[config.mk]
export PLATFORM = sky130hd
export DESIGN_NAME = ecall_halt_unit
export DESIGN_NICKNAME = d
export VERILOG_FILES = /design/src/rtl/cpu_pkg.sv /design/src/rtl/arg_forward_mux.sv /design/src/rtl/ecall_halt_unit.sv
export SDC_FILE = /design/constraint.sdc
export NUM_CORES = 1
export LEC_CHECK = 0
export ABC_AREA = 1
export BUFFER_PORTS_ARGS = -buffer_cell sky130_fd_sc_hd__buf_2
export CAP_MARGIN = 5
export CORE_MARGIN = 2
export CORE_UTILIZATION = 42
export DETAILED_ROUTE_END_ITERATION = 10
export PLACE_DENSITY_LB_ADDON = 0.12
export SYNTH_ARGS = -nofsm -noshare
export SYNTH_HDL_FRONTEND = slang
export SYNTH_SLANG_ARGS = --single-unit
[constraint.sdc]
create_clock -name clk -period 1.9 [get_ports clk]
set_input_delay 0.095 -clock clk [delete_from_list [all_inputs] [get_ports clk]]
set_output_delay 0.095 -clock clk [all_outputs]
set_load 0.01 [all_outputs]
[src/rtl/cpu_pkg.sv]
// Shared pipeline definitions: RV32 opcode constants, ECALL sequencer states
// and the default ABI register/code used for the halt convention.
package cpu_pkg;

    localparam logic [6:0]  OPC_LOAD   = 7'b0000011;
    localparam logic [6:0]  OPC_OPIMM  = 7'b0010011;
    localparam logic [6:0]  OPC_STORE  = 7'b0100011;
    localparam logic [6:0]  OPC_OP     = 7'b0110011;
    localparam logic [6:0]  OPC_BRANCH = 7'b1100011;
    localparam logic [6:0]  OPC_SYSTEM = 7'b1110011;
    localparam logic [31:0] ECALL_INSN = 32'h0000_0073;

    localparam int unsigned DEF_ARG_REG   = 17;
    localparam int unsigned DEF_HALT_CODE = 10;

    typedef enum logic [1:0] {
        IDLE   = 2'd0,
        DRAIN  = 2'd1,
        HALTED = 2'd2
    } ecall_state_e;

    function automatic logic is_ecall_insn(input logic [31:0] insn);
        return insn == ECALL_INSN;
    endfunction

endpackage

[src/rtl/arg_forward_mux.sv]
// Combinational operand resolution for one architectural register: EX/MEM
// forwarding first, then MEM/WB, then the register file. x0 never matches.
module arg_forward_mux #(
    parameter int unsigned XLEN    = 32,
    parameter int unsigned REG_IDX = 17
) (
    input  logic            i_ex_write,
    input  logic            i_ex_load,
    input  logic [4:0]      i_ex_rd,
    input  logic [XLEN-1:0] i_ex_data,
    input  logic            i_wb_write,
    input  logic [4:0]      i_wb_rd,
    input  logic [XLEN-1:0] i_wb_data,
    input  logic [XLEN-1:0] i_rf_data,
    output logic [XLEN-1:0] o_value,
    output logic            o_not_ready
);

    logic w_ex_hit;
    logic w_wb_hit;

    assign w_ex_hit = i_ex_write & (i_ex_rd != 5'd0) & (i_ex_rd == 5'(REG_IDX));
    assign w_wb_hit = i_wb_write & (i_wb_rd != 5'd0) & (i_wb_rd == 5'(REG_IDX));

    always_comb begin
        o_value     = i_rf_data;
        o_not_ready = 1'b0;
        if (w_ex_hit) begin
            o_value     = i_ex_data;
            // A load in EX/MEM has no data yet; the caller must stall.
            o_not_ready = i_ex_load;
        end else if (w_wb_hit) begin
            o_value = i_wb_data;
        end
    end

endmodule

[src/rtl/ecall_halt_unit.sv]
// ECALL handler beside the hazard unit: resolves a7, issues ordinary system
// calls, or flushes and drains the pipeline before raising a sticky halt.
module ecall_halt_unit
    import cpu_pkg::*;
#(
    parameter int unsigned XLEN         = 32,
    parameter int unsigned ARG_REG      = DEF_ARG_REG,
    parameter int unsigned HALT_CODE    = DEF_HALT_CODE,
    parameter int unsigned DRAIN_CYCLES = 3,
    parameter int unsigned CNT_W        = 16
) (
    input  logic             clk,
    input  logic             reset,
    input  logic             id_ex_valid,
    input  logic             id_ex_is_ecall,
    input  logic             ex_mem_reg_write,
    input  logic             ex_mem_mem_read,
    input  logic [4:0]       ex_mem_rd,
    input  logic [XLEN-1:0]  ex_mem_alu_out,
    input  logic             mem_wb_reg_write,
    input  logic [4:0]       mem_wb_rd,
    input  logic [XLEN-1:0]  mem_wb_wdata,
    input  logic [XLEN-1:0]  rf_arg,
    output logic             ecall_stall,
    output logic             flush_younger,
    output logic             halt_pending,
    output logic             is_halted,
    output logic             syscall_pulse,
    output logic [XLEN-1:0]  syscall_code,
    output logic [CNT_W-1:0] syscall_count
);

    localparam int unsigned DW = $clog2(DRAIN_CYCLES + 1);

    ecall_state_e    r_state;
    ecall_state_e    w_state_nxt;
    logic [DW-1:0]   r_drain_cnt;
    logic [DW-1:0]   w_drain_nxt;
    logic [XLEN-1:0] w_arg;
    logic            w_not_ready;
    logic            w_ecall;
    logic            w_decide;
    logic            w_halt_dec;
    logic            w_sys_dec;

    logic             r_flush;
    logic             r_pulse;
    logic [XLEN-1:0]  r_code;
    logic [CNT_W-1:0] r_count;

    arg_forward_mux #(
        .XLEN    (XLEN),
        .REG_IDX (ARG_REG)
    ) u_arg_mux (
        .i_ex_write  (ex_mem_reg_write),
        .i_ex_load   (ex_mem_mem_read),
        .i_ex_rd     (ex_mem_rd),
        .i_ex_data   (ex_mem_alu_out),
        .i_wb_write  (mem_wb_reg_write),
        .i_wb_rd     (mem_wb_rd),
        .i_wb_data   (mem_wb_wdata),
        .i_rf_data   (rf_arg),
        .o_value     (w_arg),
        .o_not_ready (w_not_ready)
    );

    always_ff @(posedge clk or negedge reset) begin
        if (!reset) begin
            r_state     <= IDLE;
            r_drain_cnt <= '0;
        end else begin
            r_state     <= w_state_nxt;
            r_drain_cnt <= w_drain_nxt;
        end
    end

    always_comb begin
        w_state_nxt = r_state;
        w_drain_nxt = r_drain_cnt;
        w_ecall     = 1'b0;
        ecall_stall = 1'b0;
        w_decide    = 1'b0;
        w_halt_dec  = 1'b0;
        w_sys_dec   = 1'b0;
        unique case (r_state)
            IDLE: begin
                // A stalled ECALL stays in ID/EX and is decided on its first clean cycle.
                w_ecall     = id_ex_valid & id_ex_is_ecall;
                ecall_stall = w_ecall & w_not_ready;
                w_decide    = w_ecall & ~w_not_ready;
                w_halt_dec  = w_decide & (w_arg == XLEN'(HALT_CODE));
                w_sys_dec   = w_decide & ~w_halt_dec;
                if (w_halt_dec) begin
                    w_state_nxt = DRAIN;
                    w_drain_nxt = DW'(DRAIN_CYCLES - 1);
                end
            end
            DRAIN: begin
                if (r_drain_cnt == '0) begin
                    w_state_nxt = HALTED;
                end else begin
                    w_drain_nxt = r_drain_cnt - DW'(1);
                end
            end
            HALTED: begin
                w_state_nxt = HALTED;
            end
            default: begin
                w_state_nxt = IDLE;
            end
        endcase
    end

    always_ff @(posedge clk or negedge reset) begin
        if (!reset) begin
            r_flush <= 1'b0;
            r_pulse <= 1'b0;
            r_code  <= '0;
            r_count <= '0;
        end else begin
            r_flush <= w_halt_dec;
            r_pulse <= w_sys_dec;
            if (w_sys_dec) begin
                r_code <= w_arg;
                if (r_count != '1) begin
                    r_count <= r_count + CNT_W'(1);
                end
            end
        end
    end

    assign flush_younger = r_flush;
    assign syscall_pulse = r_pulse;
    assign syscall_code  = r_code;
    assign syscall_count = r_count;
    assign halt_pending  = (r_state == DRAIN);
    assign is_halted     = (r_state == HALTED);

endmodule

-- Word level (Yosys, flattened, before mapping)
Index checks and enable logic that the tools add are counted.
- $add $sub $neg: 2
- equal/unequal tests: 9
- mux-type cells: 12
- bitwise logic cells: 11
- reduce and logical (&&, ||, !) cells: 8
- operator list (operator ; number):
    2-to-1 mux 32 bit ; 2
    == test 32 x 4 -> 1 bit (second input constant) ; 1
    adder 16 x 1 -> 16 bit (second input constant) ; 1
    != test 16 bit (second input constant) ; 1
    == test 5 bit (second input constant) ; 2
    nonzero test 5 bit ; 2
    AND 1 bit ; 9
    2-to-1 mux 2 bit ; 4
    case mux 2 bit (3 select lines) ; 1
    zero test 2 bit ; 2
    2-to-1 mux 1 bit ; 4
    != test 2 bit (second input constant) ; 2
    case mux 2 bit (2 select lines) ; 1
    AND reduction 2 bit ; 2
    AND reduction 3 bit ; 1
    == test 2 x 1 -> 1 bit (second input constant) ; 1
    == test 2 bit (second input constant) ; 1
    != test 2 x 1 -> 1 bit (second input constant) ; 1
    inverter 1 bit ; 2
    nonzero test 2 bit ; 1
    subtractor 2 x 1 -> 2 bit (second input constant) ; 1
- flip-flop bits (word level): 54
- bits of input ports: 113
- output and inout bits: 53
- word-level logic and storage cells: 48

-- Logic depth before layout (Yosys ltp)
- depth after elaboration: 11
- depth in mapped cells: 18
- gate-level depth less buffers: 16

-- Cells and area by module
Synthesis repeated with hierarchy kept, for this count alone.
- cells, all modules: 594
- area, all modules: 3846.2 um2
- modules (own cells, without submodules) (module ; instances ; cells an instance ; area an instance (um2) ; sequential area each (um2)):
    ecall_halt_unit ; 1 ; 336 ; 2671.3 ; 1351.3
    arg_forward_mux ; 1 ; 258 ; 1174.9 ; 0.0

-- Worst setup path before layout
OpenSTA, ideal clock, no wires.
- path kind: register to register
- start: register r_count[0] (netlist: syscall_count[0])
- end: register r_count[7] (netlist: syscall_count[7])
- library setup time: 0.117 ns
- arrival: 1.759 ns
- required time: 1.783 ns
- setup slack: 0.024 ns
- stages on the path, launching flop included: 10
- buffers on the path: 1
- period minus slack after synthesis: 1.876 ns
- cells stage by stage: dfrtp_1 > ha_1 > nand3_1 > nor2_1 > nand2_1 > nor2_1 > nand3_1 > clkbuf_1 > nand3_1 > nand2_1
- word-level cells in the longest chain between the ends: 2
- elaborated cells on any way between the ends: 3
- those cells by class: add/sub (1); eq/ne (1); reduce/logical (1)
- RTL lines (item ; RTL line ; text):
    start: declaration ; ecall_halt_unit.sv:49 ; logic [CNT_W-1:0] r_count;
    start signal: assignment ; ecall_halt_unit.sv:126 ; r_count <= r_count + CNT_W'(1);
    parallel branches: the longest is 2 deep, another holds adder 16 x 1 -> 16 bit ; -- ;
Parallel ways; which one is timed is not known.
A chain may end at the register's enable or synchronous reset.

-- Worst setup path after layout
- start: input ex_mem_rd[4]
- end: register r_count[12] (netlist: syscall_count[12])
- word-level cells in the longest chain between the ends: 11
- elaborated cells on any way between the ends: 14
- those cells by class: eq/ne (2); mux (3); bitwise (7); reduce/logical (2)
- RTL lines (item ; RTL line ; text):
    start: declaration ; ecall_halt_unit.sv:18 ; input logic [4:0] ex_mem_rd,
    nonzero test 5 bit ; arg_forward_mux.sv:22 ; assign w_ex_hit = i_ex_write & (i_ex_rd != 5'd0) & (i_ex_rd == 5'(REG_IDX));
    AND 1 bit ; arg_forward_mux.sv:22 ;
    AND 1 bit * ; arg_forward_mux.sv:22 ;
    parallel branches: the longest is 5 deep, another holds 2-to-1 mux 32 bit ; -- ;
    AND 1 bit * ; ecall_halt_unit.sv:92 ; w_sys_dec = w_decide & ~w_halt_dec;
    2-to-1 mux 1 bit * ; ecall_halt_unit.sv:85 ; unique case (r_state)
    AND reduction 2 bit (no source line) * ; -- ;
Mark *: on every way between the ends.

==> flow_metrics.tcl <==
set metrics [dict create \
    status "finished, final reports clean" \
    grt_usage_pct 25.0 \
    period_minus_slack_ps 1870 \
    yosys.area.top_type_share_pct 38.9 \
    reg2reg_from "syscall_count[1]" \
    totalWireLength_um 11800 \
    finalSetupViolations 0 \
    detail-route-antenna-nets 0 \
    use_met3_pct 6.15 \
    fp-row-count 33 \
    via_per_inst 5.15 \
    antenna_found_initial 0 \
    netlist_area_um2 3470 \
    die_area_um2 9010 \
    synth-seq-area-share_pct 38.9 \
    placed_cell_area_um2 4750 \
    dp_hpwl_um 8700 \
    cts_root_buffer "clkbuf_8" \
    power_leakage_uw 0.00281 \
    use_met1_pct 31.0 \
    synth_top_cell_by_area "dfrtp_1" \
    core_um2 8130 \
    cts_tree "yes" \
    gp_congestion 0.961 \
    insertion_delay_ps 300 \
    crit_top_cell "nand2_1" \
    finish.utilization_pct 64.4 \
    use_met2_pct 42.5 \
    vias 4138 \
    syn_inst 492 \
    timing.fmax_mhz 535 \
    clkTransAtPathRegs_ps 100 \
    finalMaxSlewViolations 0 \
    powerDensity_nw_per_um2 550 \
    dr.pass1.iters 5 \
    dp.cells 786 \
    drt_first_iter_violations 229 \
    yosysUniqueCellTypes 28 \
    stdcell_count 803 \
    numClockSinks 54 \
    hold_violations 0 \
    skew_ps 7.74 \
    antennaDiodeCount 0 \
    synth.avg_cell_area_um2 7.06 \
    cts_buffers 5 \
    netlist_top_cells_area "dfrtp_1, nand2_1, nand3_1" \
    cap_violations 0 \
    min_from "ex_mem_alu_out[16]" \
    ys_seq_elements 54 \
    start_util_pct 42.7 \
    worstPathMaxFanout 8 \
    die_width_um 94.9 \
    critPathKind "in2reg" \
    grt_pass1_vias 3846 \
    cp_data_required_time_ps 2150 \
    final_area_um2 5240 \
    cp-startpoint "ex_mem_rd[4]" \
    grt-ovfl-total 0 \
    drc 0 \
    drive_gt1_share_pct 40.1 \
    portBuffers 165 \
    grt_busiest_layer "met2" \
    ios 166 \
    wl_per_cell_um 14.7 \
    layout.nets 815 \
    synthToLayoutAreaGrowth_pct 50.8 \
    slew_headroom_pct 65.6 \
    startpoint_type "input port" \
    htree_levels 2 \
    yosys_warnings 0 \
    tightest_slew_ps 516 \
    max_stage_delay_ps 180 \
    worstPathCellList "buf_6 -> inv_4 -> nor2_4 -> nand3_4 -> buf_12 -> buf_4 -> o21ai_1 -> nand2_1 -> nor2_2 -> nand2_1 -> nor2_2 -> nand2_2 -> nand2_8 -> clkinv_8 -> buf_8 -> nand2_2 -> nand2_1 -> nand2_1" \
    crit_arrival_ps 2120 \
    hold_class "in2reg" \
    crit_path_top_delay_cell "buf_12" \
    syn_nets 610 \
    end_kind "register" \
    setup_ws_ps 31.6 \
    grt_setup_unrepaired "yes" \
    grt_max_degree 63 \
    dieHeight_um 94.9 \
    period_share_pct 98.3 \
    grt_first_pass_wirelength_um 17600 \
    cts_buffer_depth 2 \
    place_ws_ps -273 \
    ir_drop_mv 0.339 \
]
==> registers in the layout (all words and copies together), names as in the netlist <==
register       cells
syscall_code      32
syscall_count     16
r_drain_cnt        2
syscall_pulse      1
flush_younger      1
r_state            2
==> cell type report <==
| type | count | area, µm² |
|---|---|---|
| clock buffers | 6 | 72.6 |
| clock inverters | 2 | 13.8 |
| fillers | 717 | 2900 |
| inverters | 21 | 96.3 |
| multi-input cells | 389 | 2070 |
| flip-flops and latches | 54 | 1350 |
| well taps | 105 | 131 |
| repair buffers | 226 | 1510 |
==> Yosys cell counts, drive strengths merged <==
master,count
dfrtp,54
inv,21
nor3,4
nor4,3
nand4,32
nand2,180
o21ai,37
and2,1
xor2,8
nor2,25
nand3,63
ha,5
nand3b,1
buf,20
or2,25
clkbuf,8
xnor2,5
==> metrics by stage <==
stage	power (µW)	TNS (ps)	hold slack [ps]
floorplan	1730	0	-201
global placement	2170	-12190	88.1
detailed placement	2190	-12900	92.9
CTS	2820	0	129
global route	3070	-1630	119
finish	2880	0	116
==> kinds of logic after synthesis <==
family | share of synthesized area (%)
xor gates and xnor gates | 3.28
AOI/OAI and AO/OA | 5.33
and+or+nand+nor | 44.3
adders and majority gates | 1.80
DFF | 38.9
buffers and inverters | 6.38
==> critical path, delay by kind of cell <==
family	cells	cell delay, ps
simple gates	11	1190
buf+inv	6	660
compound gates	1	170
==> layer usage <==
layer  part of all wire, %  vias to the layer above
met5                     0                        -
met4                   2.7                        0
met3                   7.4                       28
met2                    48                      174
met1                    41                     1903
li1                      -                     2033
==> layout by cell type (no fill, tap or decap), types with 6 or more instances in the layout <==
| cell type | synthesis | layout |
|---|---|---|
| nand2_1 | 178 | 172 |
| buf_2 | 14 | 161 |
| dfrtp_1 | 54 | 54 |
| nand3_1 | 61 | 47 |
| buf_4 | 1 | 44 |
| nand4_1 | 32 | 32 |
| o21ai_0 | 32 | 24 |
| or2_0 | 23 | 23 |
| inv_1 | 18 | 16 |
| nand3_2 | 2 | 14 |
| nor2_1 | 19 | 12 |
| nor2_2 | 5 | 9 |
| o21ai_1 | 5 | 9 |
| xor2_1 | 8 | 8 |
| buf_6 | 2 | 7 |
| nand2_2 | 0 | 6 |
==> timing repair <==
| item | in CTS | in global routing |
|---|---|---|
| setup endpoints to repair | 15 | 54 |
| pin swaps | 0 | 25 |
| setup buffers | 0 | 2 |
| endpoints found under the hold margin | 19 | 0 |
| gates resized for setup | 1 | 65 |
| cloned | 0 | 6 |
| hold buffers | 1 | 0 |
==> worst paths after layout <==
check / to / slack, ps / cells after the start
max in group asynchronous: syscall_code[0] / 1040 / 3
min in group asynchronous: syscall_code[16] / 280 / 2
hold reg to reg: r_drain_cnt[1] / 490 / 2
hold / removal: syscall_code[16] / 120 / 3
setup reg to reg: syscall_count[6] / 100 / 9
setup / recovery: syscall_count[12] / 30 / 18
==> report_power, final <==
group          leakage, µW  internal (µW)  total, µW  switching, µW
logic              0.00206            408        869            461
clock network    0.0000452            261        640            378
registers         0.000697           1280       1370           94.8
total              0.00281           1950       2880            934
No activity file was read; power rests on OpenSTA's default activity.
